$ cat src/rtl/cpu_pkg.sv
// Shared definitions for the hardwired control unit: opcodes, ALU codes,
// sequencer step encoding, control-word bit positions and opcode grouping.
package cpu_pkg;

    localparam int OPC_W = 5;
    localparam int ALU_W = 5;

    // Instruction opcodes (ir_out[31:27])
    localparam logic [OPC_W-1:0] OP_LD   = 5'b00000;
    localparam logic [OPC_W-1:0] OP_LDI  = 5'b00001;
    localparam logic [OPC_W-1:0] OP_ST   = 5'b00010;
    localparam logic [OPC_W-1:0] OP_ADD  = 5'b00011;
    localparam logic [OPC_W-1:0] OP_SUB  = 5'b00100;
    localparam logic [OPC_W-1:0] OP_AND  = 5'b00101;
    localparam logic [OPC_W-1:0] OP_OR   = 5'b00110;
    localparam logic [OPC_W-1:0] OP_ADDI = 5'b01100;
    localparam logic [OPC_W-1:0] OP_ANDI = 5'b01101;
    localparam logic [OPC_W-1:0] OP_ORI  = 5'b01110;
    localparam logic [OPC_W-1:0] OP_NOP  = 5'b11010;
    localparam logic [OPC_W-1:0] OP_HALT = 5'b11011;

    // ALU function codes; register ops reuse their opcode as the ALU code
    localparam logic [ALU_W-1:0] ALU_NONE = 5'b00000;
    localparam logic [ALU_W-1:0] ALU_ADD  = 5'b00011;
    localparam logic [ALU_W-1:0] ALU_SUB  = 5'b00100;
    localparam logic [ALU_W-1:0] ALU_AND  = 5'b00101;
    localparam logic [ALU_W-1:0] ALU_OR   = 5'b00110;

    // Sequencer steps
    typedef enum logic [3:0] {
        ST_RST  = 4'd0,
        ST_T0   = 4'd1,
        ST_T1   = 4'd2,
        ST_T2   = 4'd3,
        ST_T3   = 4'd4,
        ST_T4   = 4'd5,
        ST_T5   = 4'd6,
        ST_T6   = 4'd7,
        ST_T7   = 4'd8,
        ST_HALT = 4'd9
    } state_t;

    // Opcode groups that share an execute sequence
    typedef enum logic [2:0] {
        CL_REG  = 3'd0,
        CL_IMM  = 3'd1,
        CL_LDI  = 3'd2,
        CL_LD   = 3'd3,
        CL_ST   = 3'd4,
        CL_NOP  = 3'd5,
        CL_HALT = 3'd6
    } op_class_t;

    // Control-word bit positions
    localparam int CW_PCOUT   = 0;
    localparam int CW_ZLOWOUT = 1;
    localparam int CW_MDROUT  = 2;
    localparam int CW_COUT    = 3;
    localparam int CW_MARIN   = 4;
    localparam int CW_PCIN    = 5;
    localparam int CW_MDRIN   = 6;
    localparam int CW_IRIN    = 7;
    localparam int CW_YIN     = 8;
    localparam int CW_ZIN     = 9;
    localparam int CW_INCPC   = 10;
    localparam int CW_READ    = 11;
    localparam int CW_WRITE   = 12;
    localparam int CW_GRA     = 13;
    localparam int CW_GRB     = 14;
    localparam int CW_GRC     = 15;
    localparam int CW_RIN     = 16;
    localparam int CW_ROUT    = 17;
    localparam int CW_BAOUT   = 18;
    localparam int CW_DONE    = 19;
    localparam int CW_RUN     = 20;
    localparam int CW_W       = 21;

    // Map an opcode to its execute-sequence group; unknown codes behave as nop
    function automatic op_class_t classify(input logic [OPC_W-1:0] opc);
        op_class_t cls;
        case (opc)
            OP_ADD, OP_SUB, OP_AND, OP_OR: cls = CL_REG;
            OP_ADDI, OP_ANDI, OP_ORI:      cls = CL_IMM;
            OP_LDI:                        cls = CL_LDI;
            OP_LD:                         cls = CL_LD;
            OP_ST:                         cls = CL_ST;
            OP_HALT:                       cls = CL_HALT;
            default:                       cls = CL_NOP;
        endcase
        return cls;
    endfunction

    // ALU function for the immediate forms
    function automatic logic [ALU_W-1:0] imm_alu(input logic [OPC_W-1:0] opc);
        logic [ALU_W-1:0] f;
        case (opc)
            OP_ANDI: f = ALU_AND;
            OP_ORI:  f = ALU_OR;
            default: f = ALU_ADD;
        endcase
        return f;
    endfunction

endpackage

$ cat src/rtl/ctrl_word_decode.sv
// Combinational decode of (sequencer step, opcode) into the control word
// and ALU function. No memory handshake input reaches this block.
module ctrl_word_decode
    import cpu_pkg::*;
(
    input  state_t             state_i,
    input  logic [OPC_W-1:0]   opcode_i,
    output logic [CW_W-1:0]    cw_o,
    output logic [ALU_W-1:0]   alu_op_o
);

    op_class_t op_class;
    assign op_class = classify(opcode_i);

    // Per-step strobe table; everything defaults low, run is high in T0..T7
    always_comb begin
        cw_o     = '0;
        alu_op_o = ALU_NONE;
        case (state_i)
            ST_T0: begin
                cw_o[CW_RUN]   = 1'b1;
                cw_o[CW_PCOUT] = 1'b1;
                cw_o[CW_MARIN] = 1'b1;
                cw_o[CW_INCPC] = 1'b1;
                cw_o[CW_ZIN]   = 1'b1;
            end
            ST_T1: begin
                cw_o[CW_RUN]     = 1'b1;
                cw_o[CW_ZLOWOUT] = 1'b1;
                cw_o[CW_PCIN]    = 1'b1;
                cw_o[CW_READ]    = 1'b1;
                cw_o[CW_MDRIN]   = 1'b1;
            end
            ST_T2: begin
                cw_o[CW_RUN]    = 1'b1;
                cw_o[CW_MDROUT] = 1'b1;
                cw_o[CW_IRIN]   = 1'b1;
            end
            ST_T3: begin
                cw_o[CW_RUN] = 1'b1;
                case (op_class)
                    CL_REG, CL_IMM: begin
                        cw_o[CW_GRB]  = 1'b1;
                        cw_o[CW_ROUT] = 1'b1;
                        cw_o[CW_YIN]  = 1'b1;
                    end
                    CL_LDI, CL_LD, CL_ST: begin
                        cw_o[CW_GRB]   = 1'b1;
                        cw_o[CW_BAOUT] = 1'b1;
                        cw_o[CW_YIN]   = 1'b1;
                    end
                    CL_NOP:  cw_o[CW_DONE] = 1'b1;
                    default: ;
                endcase
            end
            ST_T4: begin
                cw_o[CW_RUN] = 1'b1;
                cw_o[CW_ZIN] = 1'b1;
                case (op_class)
                    CL_REG: begin
                        cw_o[CW_GRC]  = 1'b1;
                        cw_o[CW_ROUT] = 1'b1;
                        alu_op_o      = opcode_i;
                    end
                    CL_IMM: begin
                        cw_o[CW_COUT] = 1'b1;
                        alu_op_o      = imm_alu(opcode_i);
                    end
                    default: begin
                        cw_o[CW_COUT] = 1'b1;
                        alu_op_o      = ALU_ADD;
                    end
                endcase
            end
            ST_T5: begin
                cw_o[CW_RUN]     = 1'b1;
                cw_o[CW_ZLOWOUT] = 1'b1;
                if (op_class == CL_LD || op_class == CL_ST) begin
                    cw_o[CW_MARIN] = 1'b1;
                end else begin
                    cw_o[CW_GRA]  = 1'b1;
                    cw_o[CW_RIN]  = 1'b1;
                    cw_o[CW_DONE] = 1'b1;
                end
            end
            ST_T6: begin
                cw_o[CW_RUN]   = 1'b1;
                cw_o[CW_MDRIN] = 1'b1;
                if (op_class == CL_ST) begin
                    // Read stays low so MDR captures the register from the bus
                    cw_o[CW_GRA]  = 1'b1;
                    cw_o[CW_ROUT] = 1'b1;
                end else begin
                    cw_o[CW_READ] = 1'b1;
                end
            end
            ST_T7: begin
                cw_o[CW_RUN]  = 1'b1;
                cw_o[CW_DONE] = 1'b1;
                if (op_class == CL_ST) begin
                    cw_o[CW_WRITE] = 1'b1;
                end else begin
                    cw_o[CW_MDROUT] = 1'b1;
                    cw_o[CW_GRA]    = 1'b1;
                    cw_o[CW_RIN]    = 1'b1;
                end
            end
            default: ; // RST and HALT drive nothing, run included
        endcase
    end

endmodule

$ cat src/rtl/control_sequencer.sv
// Hardwired fetch/decode/execute sequencer. The step register advances on
// each clock; memory steps (T1, ld-T6, st-T7) hold until mem_ready is seen
// high on the edge. Outputs depend only on the step and the IR opcode.
module control_sequencer
    import cpu_pkg::*;
(
    input  logic        clock,
    input  logic        clear_n,
    input  logic [31:0] ir_out,
    input  logic        mem_ready,
    output logic        PCout,
    output logic        Zlowout,
    output logic        MDRout,
    output logic        Cout,
    output logic        MARin,
    output logic        PCin,
    output logic        MDRin,
    output logic        IRin,
    output logic        Yin,
    output logic        Zin,
    output logic        IncPC,
    output logic        Read,
    output logic        Write,
    output logic        Gra,
    output logic        Grb,
    output logic        Grc,
    output logic        Rin,
    output logic        Rout,
    output logic        BAout,
    output logic [4:0]  alu_op,
    output logic        instr_done,
    output logic        run,
    output logic [3:0]  dbg_state_o
);

    state_t            state_q;
    state_t            state_d;
    logic [OPC_W-1:0]  opcode;
    op_class_t         op_class;
    logic [CW_W-1:0]   cw;
    logic              unused_ir_bits;

    assign opcode         = ir_out[31:27];
    assign op_class       = classify(opcode);
    assign unused_ir_bits = ^ir_out[26:0];
    assign dbg_state_o    = state_q;

    // Step register; clear_n forces RST at any time
    always_ff @(posedge clock or negedge clear_n) begin
        if (!clear_n) begin
            state_q <= ST_RST;
        end else begin
            state_q <= state_d;
        end
    end

    // Next step: linear sequence with opcode branches at T3/T5 and memory holds
    always_comb begin
        state_d = state_q;
        case (state_q)
            ST_RST: state_d = ST_T0;
            ST_T0:  state_d = ST_T1;
            ST_T1:  if (mem_ready) state_d = ST_T2;
            ST_T2:  state_d = ST_T3;
            ST_T3: begin
                case (op_class)
                    CL_HALT: state_d = ST_HALT;
                    CL_NOP:  state_d = ST_T0;
                    default: state_d = ST_T4;
                endcase
            end
            ST_T4:  state_d = ST_T5;
            ST_T5: begin
                if (op_class == CL_LD || op_class == CL_ST) state_d = ST_T6;
                else                                        state_d = ST_T0;
            end
            ST_T6: begin
                // ld waits for read data; st moves on once MDR is loaded
                if (op_class == CL_ST || mem_ready) state_d = ST_T7;
            end
            ST_T7: begin
                // st holds Write until memory accepts it
                if (op_class != CL_ST || mem_ready) state_d = ST_T0;
            end
            ST_HALT: state_d = ST_HALT;
            default: state_d = ST_RST;
        endcase
    end

    ctrl_word_decode u_decode (
        .state_i  (state_q),
        .opcode_i (opcode),
        .cw_o     (cw),
        .alu_op_o (alu_op)
    );

    assign PCout      = cw[CW_PCOUT];
    assign Zlowout    = cw[CW_ZLOWOUT];
    assign MDRout     = cw[CW_MDROUT];
    assign Cout       = cw[CW_COUT];
    assign MARin      = cw[CW_MARIN];
    assign PCin       = cw[CW_PCIN];
    assign MDRin      = cw[CW_MDRIN];
    assign IRin       = cw[CW_IRIN];
    assign Yin        = cw[CW_YIN];
    assign Zin        = cw[CW_ZIN];
    assign IncPC      = cw[CW_INCPC];
    assign Read       = cw[CW_READ];
    assign Write      = cw[CW_WRITE];
    assign Gra        = cw[CW_GRA];
    assign Grb        = cw[CW_GRB];
    assign Grc        = cw[CW_GRC];
    assign Rin        = cw[CW_RIN];
    assign Rout       = cw[CW_ROUT];
    assign BAout      = cw[CW_BAOUT];
    assign instr_done = cw[CW_DONE];
    assign run        = cw[CW_RUN];

endmodule

$ cat config.mk
export PLATFORM = sky130hd
export DESIGN_NAME = control_sequencer
export DESIGN_NICKNAME = d
export VERILOG_FILES = /design/src/rtl/cpu_pkg.sv /design/src/rtl/ctrl_word_decode.sv /design/src/rtl/control_sequencer.sv
export SDC_FILE = /design/constraint.sdc
export NUM_CORES = 1
export LEC_CHECK = 0
export BUFFER_PORTS_ARGS = -buffer_cell sky130_fd_sc_hd__buf_4
export CAP_MARGIN = 20
export CELL_PAD_IN_SITES_DETAIL_PLACEMENT = 2
export CELL_PAD_IN_SITES_GLOBAL_PLACEMENT = 2
export CORE_MARGIN = 2
export CORE_UTILIZATION = 17
export DETAILED_ROUTE_END_ITERATION = 6
export PLACE_DENSITY_LB_ADDON = 0.1
export SLEW_MARGIN = 30
export SYNTH_ARGS = -nofsm -noshare
export SYNTH_HDL_FRONTEND = slang
export SYNTH_SLANG_ARGS = --single-unit
$ cat constraint.sdc
create_clock -name clock -period 1.7 [get_ports clock]
set_clock_uncertainty 0.05 [all_clocks]
set_input_delay 0.34 -clock clock [delete_from_list [all_inputs] [get_ports clock]]
set_output_delay 0.34 -clock clock [all_outputs]
set_load 0.05 [all_outputs]
# [Yosys cells after proc, flatten, opt, wreduce, memory -nomap -nowiden]
# Memory sizes are Yosys's and may differ from the RTL's.
# Index checks and enable logic that the tools add are counted.
[totals] word_cells=79 memories=2 mem_bits_ro=192 register_bits=4 output_inout_bits=30
[mem_list] memory="(name not given)" depth=32 word_bits=3 read_ports=1 rd_clocked_by_memory_dff=0 wr=0 line_no="cpu_pkg.sv:81" text="case (opc)"
[mem_list] memory="(name not given)" depth=32 word_bits=3 read_ports=1 rd_clocked_by_memory_dff=0 wr=0 line_no="cpu_pkg.sv:81"
[classes] eq_ne=24 mux=38 n_reduce_logical=14
[ops] cell="4-bit case mux with 10 select lines" count=1
[ops] cell="1-bit two-way mux" count=22
[ops] cell="4-bit by 3-bit equality test with 1-bit output, second input constant" count=4
[ops] cell="3-bit equality test, second input constant" count=5
[ops] cell="4-bit two-way mux" count=3
[ops] cell="5-bit by 4-bit equality test with 1-bit output, second input constant" count=2
[ops] cell="5-bit case mux with 2 select lines" count=1
[ops] cell="3-bit by 2-bit equality test with 1-bit output, second input constant" count=3
[ops] cell="1-bit case mux with 3 select lines" count=3
[ops] cell="4-bit by 2-bit equality test with 1-bit output, second input constant" count=2
[ops] cell="4-bit equality test, second input constant" count=2
[ops] cell="1-bit case mux with 2 select lines" count=4
[ops] cell="4-bit case mux with 2 select lines" count=1
[ops] cell="2-bit OR reduction" count=4
[ops] cell="8-bit OR reduction" count=1
[ops] cell="2-bit != test, second input constant" count=3
[ops] cell="3-bit case mux with 2 select lines" count=1
[ops] cell="5-bit two-way mux" count=1
[ops] cell="5-bit OR reduction" count=1
[ops] cell="4-bit by 1-bit equality test with 1-bit output, second input constant" count=1
[ops] cell="4-bit logical NOT" count=1
[ops] cell="1-bit logical OR" count=4
[ops] cell="3-bit by 1-bit equality test with 1-bit output, second input constant" count=1
[ops] cell="3-bit logical NOT" count=1
[ops] cell="4 further kinds" count=4

# [Depth between registers and ports, before layout]
# An unclocked memory read counts as a cell.
[logic_depth] word_depth=5 ltp_mapped=5

# [Modules after synthesis]
# Synthesis repeated with hierarchy kept, for this count alone.
[unflattened] hier_cells=112 hier_area_um2=822.0
[by_module_without_submodules] mod="ctrl_word_decode" cells_each=72 instances=1 seq_area_each_um2=0.0 area_each_um2=511.7
[by_module_without_submodules] mod="control_sequencer" cells_each=40 instances=1 seq_area_each_um2=100.1 area_each_um2=310.3

# [Worst setup path after synthesis]
# No wires, ideal clock.
[synth_timing] path_kind="reg-to-output" from="register state_q[0], in the netlist dbg_state_o[0]" to="output port alu_op[2]" arrival_time_ns=3.609 path_slack_ns=-2.299 stages_incl_launch_ff=6 path_buffers=1 required_ns=1.310 cell_sequence="dfrtp_1 -> buf_4 -> inv_2 -> nor3_2 -> nand2_1 -> nor4b_1"
[synth_between] elab_chain_cells=2
[synth_rtl] item="start, declared" line_no="control_sequencer.sv:36" text="state_t state_q;"
[synth_rtl] item="start signal, assigned" line_no="control_sequencer.sv:53" text="state_q <= state_d;"
[synth_rtl] item="4-bit by 3-bit equality test with 1-bit output" line_no="ctrl_word_decode.sv:19" text="case (state_i)"
[synth_rtl] item="5-bit two-way mux" line_no="ctrl_word_decode.sv:19"
[synth_rtl] item="end, declared" line_no="control_sequencer.sv:30" text="output logic [4:0] alu_op,"
# No other way between the ends.

# [Worst setup path in the final report]
[layout_timing] from="register state_q[1], in the netlist dbg_state_o[1]" to="output port alu_op[2]"
# Same word-level chain as after synthesis.

==> metrics <==
number of synthesized flops with an enable pin=0; drt wl/cell=17.92 um; RSZ-0062 raised after global routing=yes; syn_area_per_cell=7.119 um^2; Die ar.=0.004722 mm^2; GRT Util Overall=16.77%; reg2reg start=dbg_state_o[1]; Post-Syn Area=711.9 um^2; Worst path max stage delay=0.47 ns; critical register-to-register path endpoint=dbg_state_o[2]; top-area cell type share of the netlist area=14.06%; minimum clock period=1.951 ns; antenna violations before repair=0; Peak Freq=512.4 MHz; GRT overflow=0; # port buffers=35; CP Class=reg -> out; Placed Instances=215; # IOs=65; Crit Path Max Fanout=6; depth of the most critical reg-to-reg path=5; CTS Buf Count=3; final hold viol count=0; status=complete, but fails checks; n_diodes=0; cell taking the most area after synthesis=dfrtp_1; failing checks=negative setup slack; worst-path cell chain=buf_12 > nor3_4 > nand2_4 > nor4b_4 > buf_6; Routed WL=4.229 mm; Max Cap Viol=0; Hold Path Stages=3; top cells by area, synth=dfrtp_1 14%, buf_4 6.3%, nor2_1 6.3%; PD cells=1914 mW/mm^2; Netlist cell types=41; Setup violations, final=22; largest net degree at the start of global routing=10; synthesis-to-layout area growth=174.0%; final std cells w/o fill=236; Worst Slack Setup Final=-0.2515 ns; vias in the first global route=1245; layout cells sized above 1=80.65%; DR vias/cell=4.750; Worst Hold End=dbg_state_o[0]; Final period util=114.8%; register bit total from synthesis=4; first-pass GRT wire length=5.996 mm; max reg flops=4; slowest CP cell=dfrtp_2; WP data required=1.31 ns; core area=0.004029 mm^2; initial core utilization=17.67%; Hold Crit Start=mem_ready; Clk pin slew, worst setup/hold paths=0.03 ns; worst min path class=in -> reg; Skew-Pair Late Insertion Delay=0.21 ns; Seq/Total Area, Yosys=14.06%; ys async rst share=100.0%; Worst Setup Start Kind=flip-flop; clk buf depth=2; YS warnings=0; Cell Rows=23; DP HPWL=2.694 mm; Crit. End Element=primary output; Slew Viols, Final=0; fin area=0.001951 mm^2; DRC viols=0; global placement routability congestion=0.7618; IR drop worst, VDD=0.8330 mV; CTS tree=done; Leakage=0.8329 nW; root buffer cell=clkbuf_8; Nets=223; CTS sink count=4; DRT iter0 DRCs=19; # fillers=439; Routed Antenna Nets=0; via count=1121; R2R Setup Slk=0.25 ns; placed cell area=0.001431 mm^2; Main synth FF type=dfrtp_1; Post-Syn Instances=100; arrival time at the worst endpoint=1.56 ns; Die Y=68.72 um; iteration count of the initial detailed-routing pass=4; Die X=68.72 um; H-Tree Depth=1
[report_power, final]
group,leakage (nW),switching (mW),total [mW],internal (mW)
Clock,0.0216,0.0428,0.193,0.150
Combinational,0.766,1.89,3.28,1.40
Sequential,0.0449,0.110,0.256,0.146
[per-stage QoR]
step | power, mW | hold slack (ns) | TNS (ns) | setup WS, ns | utilization (%)
detailed placement | 2.812 | 0.08759 | -2.278 | -0.3002 | 35.53
finish | 3.733 | 0.4149 | -3.611 | -0.2515 | 48.42
global route | 3.927 | 0.4189 | -4.781 | -0.3108 | 48.42
CTS | 3.327 | 0.4086 | -3.609 | -0.2364 | 43.54
floorplan | 1.989 | -0.005591 | -6.709 | -0.7269 | -
global placement | 2.756 | 0.08561 | -2.177 | -0.2693 | 35.53
[timing repair]
item,CTS,global route
setup buffers,10,8
hold buffers,1,0
setup endpoints to repair,24,24
resized for setup,49,34
endpoints found under the hold margin,4,0
pin swaps,14,7
cloned,0,1
[area by class of cell]
cell class                 count  area [um^2]  share of cell area [%]
clock buffer                   3        41.29                   2.117
inverter                       4        17.52                  0.8980
multi-input combinational     82        814.5                   41.76
sequential                     4        105.1                   5.388
tap                           50        62.56                   3.207
timing repair buffer          93        909.6                   46.63
[kinds of logic (layout without fill, tap and decap cells)]
group | Yosys count | after routing | synth area share (%)
XOR/XNOR | 3 | 3 | 3.691
other | 1 | 2 | 0.5267
buffers and inverters | 15 | 100 | 14.06
flip-flops | 4 | 4 | 14.06
AO/OA/AOI/OAI | 21 | 21 | 20.56
multiplexers | 1 | 1 | 1.582
AND/OR/NAND/NOR | 55 | 55 | 45.52
[critical path, delay by kind of cell (launching register included)]
family / cells / cell delay, ns
simple gates: 3 / 0.51
flops: 1 / 0.47
buf+inv: 2 / 0.36
[synth_stat cells, types with 2 or more instances]
library cell   n
and2b_2        2
nor3_1         5
inv_1          3
nor4_1         3
a21oi_1        7
nor2_1        12
buf_4          6
nand4_1        4
nor2b_1        6
o21ai_0        5
buf_2          3
xor2_1         2
nand2_1        5
dfrtp_1        4
nand2b_1       4
nand3_1        4
[worst max path at each step]
| stage | from | slack, ns | end |
|---|---|---|---|
| 2_1_floorplan | dbg_state_o[3] | -0.73 | alu_op[2] |
| 3_3_place_gp | ir_out[27] | -0.27 | Rout |
| 3_5_place_dp | ir_out[27] | -0.30 | Rout |
| 4_1_cts | dbg_state_o[1] | -0.24 | alu_op[2] |
| 5_1_grt | dbg_state_o[0] | -0.31 | alu_op[2] |
| 6_report | dbg_state_o[1] | -0.25 | alu_op[2] |
[metal layers]
metal / routed length (um) / track usage (%) / vias up
met5: 0 / 0 / -
met4: 73 / 2.696 / 0
met3: 113 / 1.623 / 6
met2: 2413 / 31.37 / 27
met1: 1627 / 20.96 / 561
li1: - / - / 527
[placed cells by master, fill, tap and decap left out, types with 3 or more instances in the layout]
cell type / Yosys / routed
o21ai_0: 5 / 4
nor2b_1: 6 / 3
nor3_4: 0 / 3
nor2_1: 12 / 3
buf_6: 1 / 23
a21oi_1: 7 / 4
dfrtp_2: 0 / 4
buf_8: 0 / 15
buf_4: 6 / 52
nor2b_4: 0 / 3
nor4_4: 1 / 3
nor2_4: 0 / 8
nand4_1: 4 / 4
clkbuf_8: 1 / 3
nand2b_4: 0 / 3
Note: power is estimated with default switching activity, not from simulation.
